### src/rtl/mult_arb_pkg.sv
// Shared types and helpers for the multiplier-sharing arbiter slice.
package mult_arb_pkg;

  // Encoding is {s2 valid, s1 valid} so the state can be rebuilt from the two stage flags.
  typedef enum logic [1:0] {
    EMPTY  = 2'b00,
    S1ONLY = 2'b01,
    S2ONLY = 2'b10,
    FULL   = 2'b11
  } occ_state_t;

  localparam int STALL_CNT_W = 16;

  function automatic int clog2_min1(input int n);
    return (n <= 2) ? 1 : $clog2(n);
  endfunction

endpackage

### src/rtl/carry_save_multiplier.sv
// Signed WIDTH x WIDTH array multiplier: partial-product rows reduced with
// carry-save adders, one carry-propagate add at the end. Purely combinational.
module Carry_Save_Multiplier #(
  parameter int WIDTH = 8
) (
  input  logic [WIDTH-1:0]   a,
  input  logic [WIDTH-1:0]   b,
  output logic [2*WIDTH-1:0] p
);

  localparam int PW = 2 * WIDTH;

  logic [PW-1:0] a_ext;
  logic [PW-1:0] pp [WIDTH];
  logic [PW-1:0] s;
  logic [PW-1:0] c;
  logic [PW-1:0] t;

  // The sign bit of b carries negative weight, so its row is inverted and the +1
  // of the two's complement negation enters as the initial carry vector.
  always_comb begin
    a_ext = {{WIDTH{a[WIDTH-1]}}, a};
    for (int i = 0; i < WIDTH; i++) begin
      pp[i] = b[i] ? (a_ext << i) : '0;
    end
    pp[WIDTH-1] = b[WIDTH-1] ? ~(a_ext << (WIDTH - 1)) : '0;
    s = pp[0];
    c = {{(PW-1){1'b0}}, b[WIDTH-1]};
    t = '0;
    for (int i = 1; i < WIDTH; i++) begin
      t = s ^ c ^ pp[i];
      c = ((s & c) | (s & pp[i]) | (c & pp[i])) << 1;
      s = t;
    end
    p = s + c;
  end

endmodule

### src/rtl/rr_arbiter.sv
// Round-robin arbiter: one-hot grant searched upward from a rotating pointer.
module rr_arbiter
  import mult_arb_pkg::*;
#(
  parameter int N = 4
) (
  input  logic         clk,
  input  logic         rst,
  input  logic [N-1:0] req,
  input  logic         en,
  input  logic         advance,
  output logic [N-1:0] gnt
);

  localparam int PW = clog2_min1(N);

  logic [PW-1:0] ptr;
  logic [PW-1:0] ptr_nxt;
  logic [PW-1:0] idx;
  logic          found;

  always_comb begin
    gnt     = '0;
    ptr_nxt = ptr;
    idx     = '0;
    found   = 1'b0;
    for (int k = 0; k < N; k++) begin
      idx = PW'((int'(ptr) + k) % N);
      if (en && !found && req[idx]) begin
        found    = 1'b1;
        gnt[idx] = 1'b1;
        ptr_nxt  = PW'((int'(idx) + 1) % N);
      end
    end
  end

  // The pointer only moves past a requester that actually completed a transfer.
  always_ff @(posedge clk) begin
    if (rst) begin
      ptr <= '0;
    end else if (advance) begin
      ptr <= ptr_nxt;
    end
  end

endmodule

### src/rtl/mult_share_arbiter.sv
// One shared signed multiplier, round-robin among NUM_REQ requesters, two-stage pipeline.
// Optional stall counter port enabled by defining MULT_SHARE_ARB_STALL_CNT_EN.
module mult_share_arbiter
  import mult_arb_pkg::*;
#(
  parameter  int WIDTH   = 8,
  parameter  int NUM_REQ = 4,
  localparam int ID_W    = clog2_min1(NUM_REQ)
) (
  input  logic                     clk,
  input  logic                     rst,
  input  logic [NUM_REQ-1:0]       req_valid,
  output logic [NUM_REQ-1:0]       req_ready,
  input  logic [NUM_REQ*WIDTH-1:0] req_a,
  input  logic [NUM_REQ*WIDTH-1:0] req_b,
  output logic                     res_valid,
  input  logic                     res_ready,
  output logic [2*WIDTH-1:0]       res_p,
  output logic [ID_W-1:0]          res_id
`ifdef MULT_SHARE_ARB_STALL_CNT_EN
  ,
  output logic [STALL_CNT_W-1:0]   stall_cnt
`endif
);

  occ_state_t         occ;
  logic               s1_v;
  logic               s2_free;
  logic               s1_adv;
  logic               accept;
  logic               xfer;
  logic               s1_n;
  logic               s2_n;
  logic [NUM_REQ-1:0] gnt;
  logic [WIDTH-1:0]   a_q;
  logic [WIDTH-1:0]   b_q;
  logic [ID_W-1:0]    id_q;
  logic [WIDTH-1:0]   sel_a;
  logic [WIDTH-1:0]   sel_b;
  logic [ID_W-1:0]    sel_id;
  logic [2*WIDTH-1:0] prod;

  assign s1_v      = (occ == S1ONLY) || (occ == FULL);
  assign res_valid = (occ == S2ONLY) || (occ == FULL);
  assign s2_free   = !res_valid || res_ready;
  assign s1_adv    = s1_v && s2_free;
  assign accept    = !s1_v || s1_adv;
  assign xfer      = |(req_valid & gnt);
  assign req_ready = gnt;
  assign s1_n      = xfer || (s1_v && !s1_adv);
  assign s2_n      = s1_adv || (res_valid && !res_ready);

  rr_arbiter #(
    .N(NUM_REQ)
  ) u_arb (
    .clk     (clk),
    .rst     (rst),
    .req     (req_valid),
    .en      (accept && !rst),
    .advance (xfer),
    .gnt     (gnt)
  );

  always_comb begin
    sel_a  = '0;
    sel_b  = '0;
    sel_id = '0;
    for (int i = 0; i < NUM_REQ; i++) begin
      if (gnt[i]) begin
        sel_a  = req_a[i*WIDTH +: WIDTH];
        sel_b  = req_b[i*WIDTH +: WIDTH];
        sel_id = ID_W'(i);
      end
    end
  end

  Carry_Save_Multiplier #(
    .WIDTH(WIDTH)
  ) u_mult (
    .a (a_q),
    .b (b_q),
    .p (prod)
  );

  // Reset drops both stages at once, so nothing in flight is ever presented.
  always_ff @(posedge clk) begin
    if (rst) begin
      occ    <= EMPTY;
      a_q    <= '0;
      b_q    <= '0;
      id_q   <= '0;
      res_p  <= '0;
      res_id <= '0;
    end else begin
      if (xfer) begin
        a_q  <= sel_a;
        b_q  <= sel_b;
        id_q <= sel_id;
      end
      if (s1_adv) begin
        res_p  <= prod;
        res_id <= id_q;
      end
      occ <= occ_state_t'({s2_n, s1_n});
    end
  end

`ifdef MULT_SHARE_ARB_STALL_CNT_EN
  always_ff @(posedge clk) begin
    if (rst) begin
      stall_cnt <= '0;
    end else if (res_valid && !res_ready && (stall_cnt != '1)) begin
      stall_cnt <= stall_cnt + STALL_CNT_W'(1);
    end
  end
`endif

endmodule

### config.mk
export PLATFORM = sky130hd
export DESIGN_NAME = mult_share_arbiter
export DESIGN_NICKNAME = d
export VERILOG_FILES = /design/src/rtl/mult_arb_pkg.sv /design/src/rtl/carry_save_multiplier.sv /design/src/rtl/rr_arbiter.sv /design/src/rtl/mult_share_arbiter.sv
export SDC_FILE = /design/constraint.sdc
export NUM_CORES = 1
export LEC_CHECK = 0
export CAP_MARGIN = 0
export CORE_UTILIZATION = 48
export CTS_CLUSTER_DIAMETER = 80
export DETAILED_ROUTE_END_ITERATION = 10
export PLACE_DENSITY = 0.78
export SETUP_SLACK_MARGIN = 0.4
export SYNTH_ARGS = -nofsm -noshare
export SYNTH_HDL_FRONTEND = slang
export SYNTH_SLANG_ARGS = --single-unit
### constraint.sdc
create_clock -name clk -period 6.1 [get_ports clk]
set_input_delay 1.525 -clock clk [delete_from_list [all_inputs] [get_ports clk]]
set_output_delay 1.525 -clock clk [all_outputs]
set_load 0.03 [all_outputs]
# == Yosys cells after proc, flatten, opt, wreduce, memory -nomap -nowiden ==
# Cells that the tools add are included.
# op_classes
add_sub_neg,7
magnitude_cmp,8
n_eq_ne,3
muxes,46
bitwise,54
reduce_logical,32
# op_table
operator,count
AND 15 bit,19
bitwise OR 15 bit,14
XOR 16 bit,13
2-to-1 mux 16 bit,8
2-to-1 mux 8 bit,8
adder 16 bit,1
2-to-1 mux 4 bit,4
NOT 16 bit,1
XOR 16 x 1 -> 16 bit,1
AND 1 x 15 -> 15 bit,1
AND 15 x 1 -> 15 bit,1
logical AND 1 bit,15
"< comparator 2 x 3 -> 1 bit, second input constant",4
2-to-1 mux 1 bit,12
2-to-1 mux 2 bit,6
bitwise OR 4 bit,3
"adder 2 x 1 -> 2 bit, second input constant",4
binary-select mux 1 bit (select 2 bit),4
demux 1 bit (select 2 bit),4
"greater-or-equal comparator 2 x 1 -> 1 bit, second input constant",4
logical NOT 1 bit,8
logical OR 1 bit,6
"adder 2 bit, second input constant",2
AND 4 bit,1
5 further kinds,6
# word_totals
register_bits,40
input_bits,71
out_inout_bits,23
word_cells,157

# == Depth between registers and ports, before layout ==
# Gate-level depths: netlist of run 1.
# logic_depth
word_depth,25
mapped_depth,22
ltp_nobuf,21

# == Hierarchy ==
# From an unflattened synthesis of run 1, not the netlist that was laid out.
# hier_totals
hier_cells,579
hier_area_um2,4962.3
# by_module_without_submodules
mod,instances,cells_each,area_per_inst_um2,seq_area_each_um2
Carry_Save_Multiplier,1,271,2432.3,0.0
mult_share_arbiter,1,250,2003.2,760.7
rr_arbiter,1,58,526.8,40.0

# == Worst setup path before layout of run 1 ==
# OpenSTA, ideal clock, no wires.
# synth_timing
path_kind,register -> register
startpoint,reg b_q[0]
endpoint,reg res_p[14]
setup_time_ns,0.087
arrival_time_ns,5.583
required_ns,6.013
slack_ns,0.430
path_stages_with_launch,22
path_buffers,1
period_less_slack_ns,5.670
path_cell_list,dfxtp_1 > clkbuf_1 > nand2_1 > ha_1 > inv_1 > fa_1 > inv_1 > fa_1 > fa_1 > fa_1 > fa_1 > inv_1 > fa_1 > inv_1 > ha_1 > and2_1 > o21ai_0 > o31ai_1 > o211ai_1 > o21ai_0 > xnor2_1 > o31ai_1
# synth_between
elab_chain_cells,23
word_cells_on_any_way,50
cone_classes,1 x add/sub; 1 x mux; 48 x bitwise
# synth_lines
item,line,source
from (decl),mult_share_arbiter.sv:36,logic [WIDTH-1:0] b_q;
from (signal assigned),mult_share_arbiter.sv:97,b_q <= sel_b;
2-to-1 mux 16 bit *,carry_save_multiplier.sv:24,pp[i] = b[i] ? (a_ext << i) : '0;
AND 15 x 1 -> 15 bit or AND 15 bit (tied branches),carry_save_multiplier.sv:32,c = ((s & c) | (s & pp[i]) | (c & pp[i])) << 1;
bitwise OR 15 bit (2 in series),carry_save_multiplier.sv:32,
AND 15 bit,carry_save_multiplier.sv:32,
bitwise OR 15 bit (2 in series),carry_save_multiplier.sv:32,
AND 15 bit,carry_save_multiplier.sv:32,
bitwise OR 15 bit (2 in series),carry_save_multiplier.sv:32,
AND 15 bit,carry_save_multiplier.sv:32,
bitwise OR 15 bit (2 in series),carry_save_multiplier.sv:32,
AND 15 bit,carry_save_multiplier.sv:32,
bitwise OR 15 bit (2 in series),carry_save_multiplier.sv:32,
AND 15 bit,carry_save_multiplier.sv:32,
bitwise OR 15 bit (2 in series),carry_save_multiplier.sv:32,
AND 15 bit,carry_save_multiplier.sv:32,
bitwise OR 15 bit (2 in series),carry_save_multiplier.sv:32,
adder 16 bit *,carry_save_multiplier.sv:35,p = s + c;
to (signal assigned),mult_share_arbiter.sv:101,res_p <= prod;
to (decl),mult_share_arbiter.sv:18,"output logic [2*WIDTH-1:0] res_p,"
# Mark *: on every way between the ends. The rest lies on a longest branch, timed or not.
# A chain may end at the register's enable or synchronous reset.

# == Worst setup path after layout of run 1 ==
# layout_timing
startpoint,reg a_q[6]
endpoint,reg res_p[9]
# layout_between
elab_chain_cells,19
word_cells_on_any_way,54
cone_classes,1 x add/sub; 4 x mux; 49 x bitwise
# layout_lines
item,line,source
from (decl),mult_share_arbiter.sv:35,logic [WIDTH-1:0] a_q;
from (signal assigned),mult_share_arbiter.sv:96,a_q <= sel_a;
2-to-1 mux 16 bit,carry_save_multiplier.sv:24,
AND 15 x 1 -> 15 bit (tied with other cells),carry_save_multiplier.sv:32,
bitwise OR 15 bit or XOR 16 bit (tied branches),"carry_save_multiplier.sv:32, carry_save_multiplier.sv:31",
bitwise OR 15 bit (tied with other cells),carry_save_multiplier.sv:32,
AND 15 bit (tied with other cells),carry_save_multiplier.sv:32,
bitwise OR 15 bit (tied with other cells) (2 in series),carry_save_multiplier.sv:32,
AND 15 bit (tied with other cells),carry_save_multiplier.sv:32,
bitwise OR 15 bit (tied with other cells) (2 in series),carry_save_multiplier.sv:32,
XOR 16 bit (tied with other cells) (4 in series),carry_save_multiplier.sv:31,t = s ^ c ^ pp[i];
XOR 16 bit or bitwise OR 15 bit (tied branches),"carry_save_multiplier.sv:31, carry_save_multiplier.sv:32",
XOR 16 bit (tied with other cells),carry_save_multiplier.sv:31,
XOR 16 bit or bitwise OR 15 bit (tied branches) (2 in series),"carry_save_multiplier.sv:31, carry_save_multiplier.sv:32",
adder 16 bit *,carry_save_multiplier.sv:35,
# Marks and branches as above.

==> impl_results.md, run 1 <==
- Largest net degree at the start of global routing: 40
- Worst max-slew margin expressed relative to the limit: 0.1966
- Number of global-route vias before repair: 4289
- Maximum buffer depth of the clock tree: 2
- Die Y: 101.1 um
- Kind of end point of the critical path: flip-flop
- Io pins: 94
- Met1 wire length: 4.803 mm
- Routed length on met2: 5.875 mm
- Input/output buffers: 93
- Clock buffers created by TritonCTS: 5
- Actual slew at the worst max-slew pin: 1.203 ns
- Full die area: 0.01021 sq mm
- Crit start category: flip-flop
- Fraction of synthesis flops using an asynchronous set or reset pin: 0
- Number of H-tree levels: 2
- Outcome: finished, final reports clean
- CTS root buf: clkbuf_8
- Summed instance area of the synthesized netlist: 0.004710 sq mm
- Worst-skew pair later-pin latency: 0.29 ns
- Setup CP Type: reg -> reg
- Period utilization: 0.9224
- Crit-path most repeated cell: fa_1
- Die Wd: 101.1 um
- Iter 0 DRT Violations: 127
- FF+latch count, synth: 40
- Count leader, synth: nand2_1
- Number of hold violations in the final report: 0
- IR Drop Worst-Case VDD: 0.0002737 V
- Aggregate global routing overflow: 0
- Leakage: 2.534 nW
- Count of endpoints failing setup in the final report: 0
- Fraction of post-synthesis cell area in the top cell type by area: 0.2083
- Count of clock tree sinks: 40
- EDFF count, synth: 0
- Number of nets in the layout: 814
- Synthesized net count: 721
- GPL Wtd Cong: 0.9163
- Mean instance size in the synthesized netlist: 8.410 sq um
- Clock slew at reported path FFs: 0.08 ns
- CP max-delay cell: fa_1
- Worst Clk Skew: 0.004618 ns
- Starting Density: 0.5025
- Arrival time at the worst endpoint: 5.86 ns
- Layout cell share with drive strength beyond 1: 0.1225
- Cell area power density: 461.8 mW/mm^2
- CP Data Required Time: 6.34 ns
- Per-cell via count in the routed design: 5.482
- Number of nets with antenna violations after detailed routing: 0
- Cell count after synthesis: 560
- Number of distinct library cells after synthesis: 51
- Final Critical Period: 5.627 ns
- Worst Hold Depth: 2
- Number of diodes added for antenna fixing: 0
- Wire length of the first global-routing pass: 19.44 mm
- Clock tree from TritonCTS: built
- Max-slew violation total from the final report: 0
- Global-route usage over all layers: 0.2384
- Worst hold path type: reg -> reg
- Ranking of synthesized cells by area: fa_1 21%, dfxtp_1 17%, ha_1 11%, nand2_1 5.7%, inv_1 4.7%
- Cell type contributing the most total cell area after synthesis: fa_1
- Initial antenna violation count: 0
- Hold WS: 0.4601 ns
- Hpwl dp: 9.285 mm
- Standard-cell rows: 35
- Commonest cells in the netlist: 72 x nand2_1, 59 x inv_1, 49 x fa_1
- Met3 Routed Length: 585 um
- Peak per-stage delay on the critical path: 0.56 ns
- Maxcap violations: 0
- Achievable clock frequency: 177.7 MHz
- Portion of the post-synthesis area used by sequential elements: 0.1700
- Count of TritonRoute iterations in the first routing pass: 5
- Main synth FF type: dfxtp_1
- Critical register-to-register path startpoint: a_q[6]
- Startpoint of the worst hold path: res_p[10]
- CP max FO: 4
- Routed via count: 4287
- Overall routed net length: 11.57 mm
- Core Footprint: 0.009371 sq mm
- Hold buffers post-CTS: 0
- Critical Path Source: a_q[6]
- Area overhead of the layout relative to synthesis: 29.44%
- Top routing layer in use: met4
- Number of remaining DRC errors: 0
- Cells on worst reg2reg path: 20
- Warnings, synthesis: 0
- Post-Route Setup TNS: 0 ns
- Routed len/inst: 14.79 um
- Cell-by-cell trace of the critical path: and2_4 -> ha_4 -> inv_1 -> fa_1 -> inv_1 -> fa_1 -> fa_1 -> fa_1 -> fa_1 -> inv_2 -> fa_1 -> inv_2 -> ha_4 -> or3_4 -> buf_4 -> or2_2 -> a31oi_2 -> xnor2_1 -> nand2_1 -> a21oi_2
- RSZ-0062 raised after global routing: yes
-- critical path: cells and delay by family, from the launching register on --
kind	cells	cell delay, ns
and+or+nand+nor	4	0.92
DFF	1	0.36
adders and majority gates	8	3.47
buffers and inverters	5	0.32
xor gates and xnor gates	1	0.14
AOI/OAI and AO/OA	2	0.36
-- registers in the layout, summed over array words and instances (netlist names) --
signal and flops:
res_p 16, res_id 2, id_q 2, occ 2, b_q 8, u_arb.ptr 2
a_q 8
-- path summary, 6_finish.rpt --
kind / to / slack, ns
setup / recovery: res_p[9] / 0.47
hold / removal: res_p[10] / 0.46
setup reg to reg: res_p[9] / 0.47
hold reg to reg: res_p[10] / 0.46
-- logic make-up (layout without fill, tap and decap cells) --
group,Yosys count,after routing,share of synthesized area
flip-flops,40,40,0.1700
XOR/XNOR,11,11,0.02046
AO/OA/AOI/OAI,117,117,0.1772
adder cells (fa/ha/maj),90,90,0.3172
AND/OR/NAND/NOR,204,204,0.2163
buffers and inverters,94,187,0.07970
multiplexers,4,4,0.01913
-- per-layer routing --
| layer | GRT usage | vias to the layer above |
|---|---|---|
| met4 | 0.09476 | 0 |
| met2 | 0.4249 | 129 |
| met3 | 0.04161 | 21 |
| li1 | - | 2084 |
| met5 | 0 | - |
| met1 | 0.2834 | 2053 |
-- cell usage in the layout (no fill, tap or decap), drive strengths merged, types with 3 or more instances in the layout --
| cell type | synthesis | routed |
|---|---|---|
| a211oi | 8 | 8 |
| xnor2 | 9 | 9 |
| or3 | 5 | 5 |
| dfxtp | 40 | 40 |
| a31oi | 3 | 3 |
| clkdlybuf4s50 | 0 | 90 |
| o31ai | 5 | 5 |
| and3 | 8 | 8 |
| nand2b | 9 | 9 |
| a21o | 3 | 3 |
| a21oi | 40 | 40 |
| nand2 | 72 | 72 |
| ha | 41 | 41 |
| o2bb2ai | 16 | 16 |
| nand3b | 5 | 5 |
| nor2 | 36 | 36 |
| fa | 49 | 49 |
| nor2b | 5 | 5 |
| and2 | 33 | 33 |
| mux4 | 4 | 4 |
| buf | 7 | 26 |
| a311oi | 18 | 18 |
| nor3 | 4 | 4 |
| o21ai | 7 | 7 |
| nand3 | 19 | 19 |
| or2 | 5 | 5 |
| inv | 60 | 60 |
| clkbuf | 26 | 6 |
-- area by class of cell --
type                       instances  area, sq um
fill                             789         3276
sequential                        40        818.3
timing repair buffer             119         1126
inverter                          61        231.5
clock inverter                     2        12.51
clock buffer                       5        68.82
tap                              129        161.4
multi-input combinational        426         3677
-- report_power, final --
part	switching [W]	total, W	internal, W
registers	0.000149	0.000519	0.000370
clock network	0.0000939	0.000171	0.0000775
logic	0.00118	0.00212	0.000949
total	0.00142	0.00282	0.00140
-- through the flow --
stage	cell area, sq um	total power, W	utilization	cells	worst slack (ns)
finish	6096	0.002815	0.6505	782	0.4732
global route	6096	0.003105	0.6505	782	0.2230
CTS	5889	0.002708	0.6284	770	0.3821
detailed placement	5752	0.002489	0.6138	761	0.1861
global placement	5752	0.002430	0.6138	761	0.2890
floorplan	4710	0.001992	-	560	0.4295
-- what timing repair did --
item                                    4_1_cts  5_1_grt
endpoints found under the setup margin        8       10
resized for setup                            14       30
setup buffers                                 2       12
pin swaps                                     4       16
(Power assumes the default switching activity.)
==> inputs of run 2 (changes only) <==
--- a/config.mk
+++ b/config.mk
@@ -11,3 +11,3 @@
 export DETAILED_ROUTE_END_ITERATION = 10
-export PLACE_DENSITY = 0.78
+export PLACE_DENSITY = 0.83
 export SETUP_SLACK_MARGIN = 0.4
==> constraint.sdc (replaced) <==
create_clock -name clk -period 6.1 [get_ports clk]
set_input_delay 1.22 -clock clk [delete_from_list [all_inputs] [get_ports clk]]
set_output_delay 1.22 -clock clk [all_outputs]
set_load 0.03 [all_outputs]
==> run 2 against run 1 <==
Compared with the run above: wire length down 4.3%; sequential share of layout area up 0.22 points; critical endpoint is now res_p[15]; cell count down 1.2%; maximum frequency grew 1.7%; highest routed layer unchanged; critical path type unchanged.
==> impl_results.md, run 2 (synthesis gave the netlist of run 1 again) <==
- Clock tree from TritonCTS: built
- Number of remaining DRC errors: 0
- Largest registers: res_p: 16 flops, a_q: 8 flops, b_q: 8 flops
- Leakage: 2.476 nW
- Final Critical Period: 5.532 ns
- Initial antenna violation count: 0
- Most common library cell in the layout ignoring fill and taps: clkdlybuf4s50_1
- Per-cell via count in the routed design: 5.550
- Count of clock tree sinks: 40
- Clock slew at reported path FFs: 0.08 ns
- Crit-path most repeated cell: fa_1
- IR Drop Worst-Case VDD: 0.0002404 V
- Wire length of the first global-routing pass: 17.84 mm
- Worst max-slew margin expressed relative to the limit: 0.4187
- Fillers: 777
- Hpwl dp: 8.810 mm
- Setup CP Type: reg -> reg
- Cell-by-cell trace of the critical path: buf_4 -> and2_1 -> ha_1 -> inv_1 -> fa_1 -> fa_1 -> fa_2 -> inv_1 -> fa_1 -> fa_1 -> fa_1 -> ha_4 -> or3_4 -> o211ai_1 -> a31oi_2 -> a31oi_1 -> xnor2_1 -> a211oi_1
- Number of diodes added for antenna fixing: 0
- Count of endpoints failing setup in the final report: 0
- Post-placement setup slack: 0.1991 ns
- CTS root buf: clkbuf_8
- Register area: 819.5 sq um
- Core Footprint: 0.009371 sq mm
- Outcome: finished, final reports clean
- Die Y: 101.1 um
- Number of flip-flops in the largest register: 16
- Post-Place Cell Area: 0.005739 sq mm
- Routed len/inst: 14.32 um
- Most flop-heavy register: res_p
- Aggregate global routing overflow: 0
- Die Wd: 101.1 um
- Max-slew violation total from the final report: 0
- GPL Wtd Cong: 0.9035
- CP max-delay cell: fa_2
- Cell area after layout: 0.006007 sq mm
- Iter 0 DRT Violations: 177
- Worst Clk Skew: 0.01179 ns
- Count of TritonRoute iterations in the first routing pass: 4
- Io pins: 94
- Highest-count cells in the layout ignoring fill and taps: 93 x clkdlybuf4s50_1, 70 x nand2_1, 58 x inv_1
- Overall routed net length: 11.07 mm
- Worst hold path type: reg -> reg
- Routed via count: 4290
- Achievable clock frequency: 180.8 MHz
- Post-Route Setup TNS: 0 ns
- Worst-skew pair later-pin latency: 0.31 ns
- Number of hold violations in the final report: 0
- Crit path setup slack, layout: 0.5681 ns
- Area overhead of the layout relative to synthesis: 27.55%
- Number of nets with antenna violations after detailed routing: 0
- Number of H-tree levels: 2
- Largest net degree at the start of global routing: 44
- Hold WS: 0.4528 ns
- Area of the multi-input gates: 0.003655 sq mm
- Starting Density: 0.5025
- Number of nets in the layout: 805
- Actual slew at the worst max-slew pin: 0.8720 ns
- Number of global-route vias before repair: 4165
- Arrival time at the worst endpoint: 5.76 ns
- Full die area: 0.01021 sq mm
- Maxcap violations: 0
- RSZ-0062 raised after global routing: yes
- Cell area power density: 462.1 mW/mm^2
- Standard-cell rows: 35
- Peak per-stage delay on the critical path: 0.54 ns
- Global-route usage over all layers: 0.2174
- Kind of end point of the critical path: flip-flop
- Final Total Pwr: 0.002776 W
- Crit start category: flip-flop
- Maximum buffer depth of the clock tree: 2
- Period utilization: 0.9069
- CP max FO: 5
- CP Data Required Time: 6.32 ns
- Layout cell share with drive strength beyond 1: 0.09472
- Input/output buffers: 93
- Hold buffers post-CTS: 0
- Clock buffers created by TritonCTS: 5
-- run 2: repair_timing --
item,CTS,global route
hold endpoints to repair,0,0
setup endpoints to repair,3,6
gates cloned,0,0
pin swaps,1,14
resized for setup,6,27
buffers inserted,0,7
-- run 2: final cells by class --
type / instances / area share
sequential: 40 / 0.1364
tap: 129 / 0.02687
clock buffer: 5 / 0.01146
multi-input combinational: 426 / 0.6084
inverter: 61 / 0.03853
timing repair buffer: 110 / 0.1762
clock inverter: 2 / 0.002083
-- run 2: critical path, delay by kind of cell, from the launching register on --
family / cells / cell delay, ns
compound gates: 4 / 0.88
xor+xnor: 1 / 0.09
fa+ha+maj: 8 / 3.39
buf+inv: 3 / 0.26
flops: 1 / 0.37
simple gates: 2 / 0.48
-- run 2: where the power goes --
part | switching (W) | leakage (nW) | internal, W
sequential | 0.000133 | 0.331 | 0.000370
combinational | 0.00117 | 2.11 | 0.000931
clock | 0.0000973 | 0.0400 | 0.0000775
total | 0.00140 | 2.48 | 0.00138
-- run 2: worst paths after layout --
| path | from | end | slack [ns] | cells past startpoint |
|---|---|---|---|---|
| worst min-delay path | res_p[8] | res_p[8] | 0.45 | 2 |
| worst max register to register | b_q[0] | res_p[15] | 0.57 | 18 |
| worst max-delay path | b_q[0] | res_p[15] | 0.57 | 18 |
| worst min register to register | res_p[8] | res_p[8] | 0.45 | 2 |
-- run 2: metal layers --
layer / vias up / part of all wire / track usage
met5: - / 0 / 0
met4: 0 / 0.024 / 0.06800
met3: 21 / 0.051 / 0.03467
met1: 2068 / 0.41 / 0.2568
met2: 137 / 0.51 / 0.4008
li1: 2064 / - / -
-- run 2: per-stage QoR --
stage                     instances  utilization
after detailed placement        759       0.6124
after floorplan                 560            -
after global placement          759       0.6124
after global routing            773       0.6410
final                           773       0.6410
after CTS                       766       0.6220
==> inputs of run 3 (changes only) <==
Settings changed: CORE_UTILIZATION 48 to 53, CTS_CLUSTER_DIAMETER 80 to unset, PLACE_DENSITY 0.83 to 0.87.
Clock period 6.1 ns to 5.5 ns, I/O delays scaled along.
==> run 3 against run 2 <==
Compared with the run above: largest cell class unchanged; worst setup slack got worse by 0.70 ns; the flow now finishes with violations (design-rule violations, negative setup slack); sequential share of layout area is 0.62 points lower; sequential cell count unchanged; highest routed layer unchanged.
==> impl_results.md, run 3 (synthesis gave the netlist of run 1 again) <==
- Outcome: finished with violations
- Violations in the final reports: design-rule violations, negative setup slack
- Most common library cell in the layout ignoring fill and taps: clkdlybuf4s50_1
- Count of TritonRoute iterations in the first routing pass: 9
- Io pins: 94
- Die Y: 96.27 um
- CP Data Required Time: 5.74 ns
- Number of H-tree levels: 2
- Hold buffers post-CTS: 0
- Sum of buffers and inverters on the critical path: 7
- Number of diodes added for antenna fixing: 0
- Crit start category: flip-flop
- Number of hold violations in the final report: 0
- Crit path setup slack, layout: -0.1322 ns
- RSZ-0062 raised after global routing: yes
- Iter 0 DRT Violations: 166
- Period utilization: 1.024
- Full die area: 0.009267 sq mm
- Number of remaining DRC errors: 2
- Highest-count cells in the layout ignoring fill and taps: 93 x clkdlybuf4s50_1, 70 x nand2_1, 51 x inv_1
- Count of endpoints failing setup in the final report: 4
- Initial antenna violation count: 0
- Most flop-heavy register: res_p
- Starting Density: 0.5427
- Largest registers: res_p: 16 flops, a_q: 8 flops, b_q: 8 flops
- Maximum buffer depth of the clock tree: 2
- Final Total Pwr: 0.003499 W
- Area overhead of the layout relative to synthesis: 33.21%
- Global-route usage over all layers: 0.2834
- Worst Clk Skew: 0.01427 ns
- Actual slew at the worst max-slew pin: 1.309 ns
- Crit-path most repeated cell: fa_1
- Input/output buffers: 93
- Post-placement setup slack: -0.1570 ns
- Worst max-slew margin expressed relative to the limit: 0.1258
- Clock slew at reported path FFs: 0.09 ns
- Max-slew violation total from the final report: 0
- Core Footprint: 0.008678 sq mm
- Final Critical Period: 5.632 ns
- Final core utilization: 0.7229
- Peak per-stage delay on the critical path: 0.55 ns
- Depth of the critical timing path with buffers and inverters included: 23
- Cell area power density: 557.7 mW/mm^2
- Reg-to-reg slack, setup: -0.13 ns
- Die Wd: 96.27 um
- Number of nets with antenna violations after detailed routing: 0
- CP max-delay cell: fa_1
- Maxcap violations: 0
- Kind of end point of the critical path: flip-flop
- CP max FO: 7
- Overall routed net length: 13.43 mm
- Worst Hold Depth: 2
- Critical register-to-register path startpoint: b_q[0]
- Setup CP Type: reg -> reg
- Endpoint of the lowest-slack register-to-register path: res_p[12]
- CTS root buf: clkbuf_8
- Startpoint of the worst hold path: id_q[1]
- Routed via count: 4519
- Aggregate global routing overflow: 0
- Worst hold path type: reg -> reg
- Number of flip-flops in the largest register: 16
- Clock tree from TritonCTS: built
- Number of nets in the layout: 819
- Standard-cell rows: 34
- Achievable clock frequency: 177.6 MHz
- Clock buffers created by TritonCTS: 5
- Cell-by-cell trace of the critical path: nand2_4 -> inv_4 -> ha_4 -> inv_2 -> fa_1 -> inv_1 -> fa_1 -> fa_1 -> fa_1 -> fa_1 -> inv_2 -> fa_1 -> inv_2 -> ha_4 -> buf_4 -> and2_4 -> o21ai_4 -> o31ai_4 -> o211ai_1 -> buf_4 -> xnor2_2 -> nand2_1 -> a21oi_2
- Largest net degree at the start of global routing: 44
- Count of clock tree sinks: 40
- Cells on worst reg2reg path: 23
- Routed len/inst: 17.51 um
- Hpwl dp: 9.393 mm
- Crit path capture: res_p[12]
- IR Drop Worst-Case VDD: 0.0002746 V
- Arrival time at the worst endpoint: 5.87 ns
- Wire length of the first global-routing pass: 20.48 mm
- Layout cell share with drive strength beyond 1: 0.1563
- Worst-skew pair later-pin latency: 0.31 ns
- Per-cell via count in the routed design: 5.892
- Critical Path Source: b_q[0]
- Post-Route Setup TNS: -0.3493 ns
- Number of global-route vias before repair: 4551
- Leakage: 2.570 nW
- Largest delay share family, worst path: adder cells
- Fillers: 608
- GPL Wtd Cong: 0.8656
[run 3: worst reg2reg max path: cells and delay by family (launching register included)]
family          cells  cell delay (ns)
fa+ha+maj           8             3.39
compound gates      4             0.73
buf+inv             7             0.57
simple gates        3             0.39
flops               1             0.38
xor+xnor            1             0.12
[run 3: stage by stage]
step           hold slack (ns)  instances  cell area, sq um
2_1_floorplan           0.4323        560              4787
3_3_place_gp            0.4410        741              5793
3_5_place_dp            0.4478        741              5793
4_1_cts                 0.4561        759              6083
5_1_grt                 0.4886        767              6274
6_report                0.4596        767              6274
[run 3: worst min path at each step]
stage | slack, ns | to
2_1_floorplan | 0.43 | res_id[0]
3_3_place_gp | 0.44 | res_p[11]
3_5_place_dp | 0.45 | res_p[10]
4_1_cts | 0.46 | res_id[1]
5_1_grt | 0.49 | res_id[1]
6_report | 0.46 | res_id[1]
[run 3: area by class of cell]
cell class	instances	area, sq um	share of cell area
Timing Repair Buffer	124	1167	0.1861
Sequential cell	40	817.0	0.1302
Inverter	61	236.5	0.03769
Tap cell	108	135.1	0.02154
Multi-Input combinational cell	426	3796	0.6051
Clock buffer	6	82.58	0.01316
Clock inverter	2	38.79	0.006183
[run 3: layer usage]
layer / vias up / GRT usage / part of all wire
met5: - / 0 / 0
li1: 2101 / - / -
met3: 61 / 0.04107 / 0.051
met1: 2155 / 0.3221 / 0.38
met4: 0 / 0.1269 / 0.052
met2: 202 / 0.5213 / 0.52
[run 3: repair_timing]
| item | 4_1_cts | 5_1_grt |
|---|---|---|
| hold endpoints to repair | 0 | 0 |
| endpoints found under the setup margin | 9 | 13 |
| resized for setup | 27 | 28 |
| pin swaps | 31 | 32 |
| setup buffers | 10 | 8 |
[run 3: power breakdown]
part | switching [W] | internal, W
combinational | 0.00149 | 0.00117
sequential | 0.000160 | 0.000410
clock | 0.000112 | 0.000149
==> RTL change 1: new RTL, flow settings as in run 1 <==
`WIDTH` is set to 8 in 2 places; all go to 4.
--- a/src/rtl/carry_save_multiplier.sv
+++ b/src/rtl/carry_save_multiplier.sv
@@ -2,5 +2,5 @@
 // carry-save adders, one carry-propagate add at the end. Purely combinational.
 module Carry_Save_Multiplier #(
-  parameter int WIDTH = 8
+  parameter int WIDTH = 4
 ) (
   input  logic [WIDTH-1:0]   a,
--- a/src/rtl/mult_share_arbiter.sv
+++ b/src/rtl/mult_share_arbiter.sv
@@ -4,5 +4,5 @@
   import mult_arb_pkg::*;
 #(
-  parameter  int WIDTH   = 8,
+  parameter  int WIDTH   = 4,
   parameter  int NUM_REQ = 4,
   localparam int ID_W    = clog2_min1(NUM_REQ)
Interface: changed (resized req_a, req_b and res_p); port bits go from 94 to 54. The function was not compared with the original's and may differ.
==> RTL change 1 against run 1 <==
  * Clock power down 46%
  * Worst setup slack gained 0.026 ns
  * Largest cell class unchanged
  * Wire length decreased by 51%
  * Area after synthesis fell by 48%
  * First-iteration DRC count decreased by 50%
  * Critical endpoint is now req_ready[2]
  * Cell area down 50%
  * Critical path type is now in2out
  * Power fell by 72%
  * Sequential cell count down 16
==> RTL change 1: results (changes against run 1) <==
[run_status]
outcome = complete, no violations  ; unchanged

[clocking]
h-tree-depth = 1  ; was 2
clock_latency_ns = 0.26  ; was 0.29 ns
cts_buffers = 3  ; was 5

[timing]
final.setup_skew_ns = 0.00783  ; was 0.00462 ns

[detailed_routing]
avgViaCountPerCell = 5.55  ; was 5.48
dr.pass1.iters = 4  ; was 5
drt_iter0_markers = 63  ; was 127

[logic_synthesis]
synthAdderAreaFrac = 0.183  ; was 0.317
synth_area_leaders = dfxtp_1 20%, ha_1 12%, fa_1 6.5%, nand2_1 4.7%, inv_1 4.1%  ; was fa_1 21%, dfxtp_1 17%, ha_1 11%, nand2_1 5.7%, inv_1 4.7%
yosys-top-cells-count = 31 x nand2_1, 27 x inv_1, 24 x dfxtp_1  ; was 72 x nand2_1, 59 x inv_1, 49 x fa_1
yosysSeqAreaShare = 0.196  ; was 0.170
synth.avg_cell_area_um2 = 8.23  ; was 8.41 um2
synth-compound-area-share = 0.207  ; was 0.177
synth_nets = 368  ; was 721

[global_routing]
grt_max_degree = 34  ; was 40

[worst_setup_path]
slowest_stage = mux4_2  ; was fa_1
worstPathMaxFanout = 11  ; was 4
crit_start = req_valid[3]  ; was a_q[6]

[placed_design]
io_buffers = 53  ; was 93
gp_congestion = 0.904  ; was 0.916
dpl.hpwl_um = 4520  ; was 9280 um

[worst_hold_path]
hp-start = res_p[2]  ; was res_p[10]

[power_and_ir_drop]
leakagePower_nw = 1.28  ; was 2.53 nW

[finish]
final_layout_size_suffix_gt1_frac = 0.0760  ; was 0.123

[RTL change 1: changes by cell type in the layout (fill, tap and decap cells not counted), sizes merged, moves of 16 or more]
| cell | before | now |
|---|---|---|
| a311oi | 18 | 1 |
| dfxtp | 40 | 24 |
| ha | 41 | 23 |
| a21oi | 40 | 18 |
| nand2 | 72 | 31 |
| buf | 26 | 7 |
| inv | 60 | 29 |
| fa | 49 | 8 |
| nor2 | 36 | 11 |
| and2 | 33 | 9 |
| clkdlybuf4s50 | 90 | 50 |
[RTL change 1: repair_timing]
| item | 4_1_cts | 5_1_grt |
|---|---|---|
| pin swaps | 1 | 1 |
| hold buffers | 0 | 0 |
| setup buffers | 1 | 2 |
| gates resized for setup | 1 | 2 |
| setup endpoints to repair | 2 | 3 |
[RTL change 1: worst register-to-register path, cell delays in order, from the launching register on]
cell       delay, ns
dfxtp_1         0.47
inv_1           0.19
ha_1            0.48
mux4_2          0.62
nor3_4          0.23
buf_4           0.17
o2bb2ai_1       0.14
buf_4           0.21
and2_1          0.43
o21ai_0         0.21
mux2i_1         0.14
[RTL change 1: metrics by stage]
stage	setup slack, ns	util	instance area (um2)
3_3_place_gp	0.244	0.624	3010
3_5_place_dp	0.216	0.624	3010
6_report	0.499	0.638	3080
2_1_floorplan	1.42	-	2450
4_1_cts	0.410	0.634	3060
5_1_grt	0.426	0.638	3080
[RTL change 1: worst paths after layout]
| path | cells after the start | to | slack, ns |
|---|---|---|---|
| worst max-delay path | 7 | req_ready[2] | 0.50 |
| worst min-delay path | 2 | res_p[2] | 0.45 |
| worst max register to register | 10 | u_arb.ptr[0] | 2.70 |
| worst min register to register | 2 | res_p[2] | 0.45 |
[RTL change 1: area by class of cell]
type                            count  area, um2
Sequential cell                    24        480
Clock buffer                        3       41.3
Timing Repair Buffer               60        587
Fill cell                         453       1740
Tap cell                           67       83.8
Inverter                           29        109
Multi-Input combinational cell    226       1770
[RTL change 1: where the power goes]
| part | internal (W) | leakage [nW] | switching, W | total [W] |
|---|---|---|---|---|
| combinational | 0.000213 | 1.07 | 0.000273 | 0.000486 |
| clock | 0.0000441 | 0.0216 | 0.0000480 | 0.0000921 |
| sequential | 0.000190 | 0.195 | 0.0000305 | 0.000220 |
| total | 0.000447 | 1.28 | 0.000351 | 0.000798 |
[RTL change 1: per-layer routing]
metal  vias up  share of wire  track usage
li1       1134              -            -
met1      1054           0.47        0.314
met2        80           0.47        0.383
met3         2          0.062       0.0357
met4         0         0.0035       0.0342
met5         -              0            0
[RTL change 1: cells by family after synthesis]
family | Yosys count
AND/OR/NAND/NOR | 109
AO/OA/AOI/OAI | 68
buffers and inverters | 48
adder cells (fa/ha/maj) | 31
flip-flops | 24
XOR/XNOR | 10
multiplexers | 8
==> RTL change 2: new RTL, settings of run 1 <==
Made on the original files. The option `MULT_SHARE_ARB_STALL_CNT_EN` is turned on by a define.
--- a/src/rtl/mult_share_arbiter.sv
+++ b/src/rtl/mult_share_arbiter.sv
@@ -1,4 +1,6 @@
 // One shared signed multiplier, round-robin among NUM_REQ requesters, two-stage pipeline.
 // Optional stall counter port enabled by defining MULT_SHARE_ARB_STALL_CNT_EN.
+`define MULT_SHARE_ARB_STALL_CNT_EN
+
 module mult_share_arbiter
   import mult_arb_pkg::*;
New outputs: stall_cnt. Check against the original RTL: not settled (the Yosys comparison gave no result); the edit may change what the design does.
==> RTL change 2 against run 1 <==
  * Combinational power is 14% lower
  * Critical path depth stayed put
  * Sequential share of layout area is 3.4 points higher
  * Count of clock-buffer cells in the layout stayed put
  * Power is 5.5% lower
  * Sequential cell count is 16 higher
  * Area after synthesis is 14% higher
  * Worst setup slack better by 0.028 ns
  * Non-clock buffer count is 2 higher
  * Cell area is 12% higher
  * Wire length is 12% higher
  * Critical path type unchanged
  * Highest routed layer unchanged
==> RTL change 2: results (changes against run 1) <==
[run_status]
outcome = complete, no violations  ; unchanged

[detailed_routing]
drt_iter0_markers = 284  ; was 127
avgRoutedWirePerCell_um = 15.1  ; was 14.8 um
wl_met2_um = 6540  ; was 5880 um
dr.pass1.iters = 6  ; was 5

[worst_setup_path]
rrSetupSlack_ns = 0.50  ; was 0.47 ns
crit_start = b_q[0]  ; was a_q[6]
worstPathArrival_ns = 5.83  ; was 5.86 ns
worstPathMaxFanout = 6  ; was 4
slowest_delay_ns = 0.54  ; was 0.56 ns

[logic_synthesis]
synth-compound-area-share = 0.139  ; was 0.177
yosys-top-cells-count = 75 x nand2_1, 63 x inv_1, 60 x nor2_1  ; was 72 x nand2_1, 59 x inv_1, 49 x fa_1
synth_nets = 778  ; was 721
synth-xor-area-share = 0.0408  ; was 0.0205
synthCells = 616  ; was 560
synthAdderAreaFrac = 0.281  ; was 0.317

[placed_design]
dp.cells = 839  ; was 761
dpl_worst_slack_ns = 0.201  ; was 0.186 ns
dpl.hpwl_um = 9800  ; was 9280 um

[power_and_ir_drop]
p_sw_w = 0.00131  ; was 0.00142 W
powerDensity_nw_per_um2 = 390  ; was 462 nW/um2
peakVddDrop_v = 0.000221  ; was 0.000274 V
clkPwrFrac = 0.084  ; was 0.061
pwr-share-seq = 0.231  ; was 0.184

[finish]
nets = 875  ; was 814
top_regs = res_p x16, stall_cnt x16  ; was res_p x16, a_q x8, b_q x8
final_layout_size_suffix_gt1_frac = 0.0980  ; was 0.123

[global_routing]
grt_pass1_wl_um = 21500  ; was 19,400 um
gr-usage-met1 = 0.282  ; was 0.283
grt_usage = 0.228  ; was 0.238

[clocking]
clk_pin_slew_worst_paths_ns = 0.13  ; was 0.08 ns
clock_latency_ns = 0.33  ; was 0.29 ns

[timing]
final.setup_skew_ns = 0.0191  ; was 0.00462 ns

==> RTL change 2: what timing repair did <==
action                     CTS  global route
setup endpoints to repair    7             7
setup buffers                4             3
pin swaps                    8            27
resized for setup           22            25
==> RTL change 2: area by class of cell <==
cell class              count  area [um2]
clock buffers               5        68.8
clock inverters             3        26.3
fillers                   936        4070
inverters                  63         236
multi-input cells         466        4000
flip-flops and latches     56        1140
well taps                 140         175
repair buffers            121        1170
==> RTL change 2: stage by stage <==
step	instance area (um2)	utilization
floorplan	5370	-
global placement	6500	0.597
detailed placement	6500	0.597
CTS	6700	0.615
global route	6820	0.627
finish	6820	0.627
==> RTL change 2: worst min path at each step <==
stage,start,to,cells past startpoint
floorplan,id_q[0],res_id[0],2
global placement,res_p[10],res_p[10],2
detailed placement,res_p[7],res_p[7],2
CTS,id_q[0],res_id[0],2
global route,res_p[7],res_p[7],2
finish,id_q[0],res_id[0],2
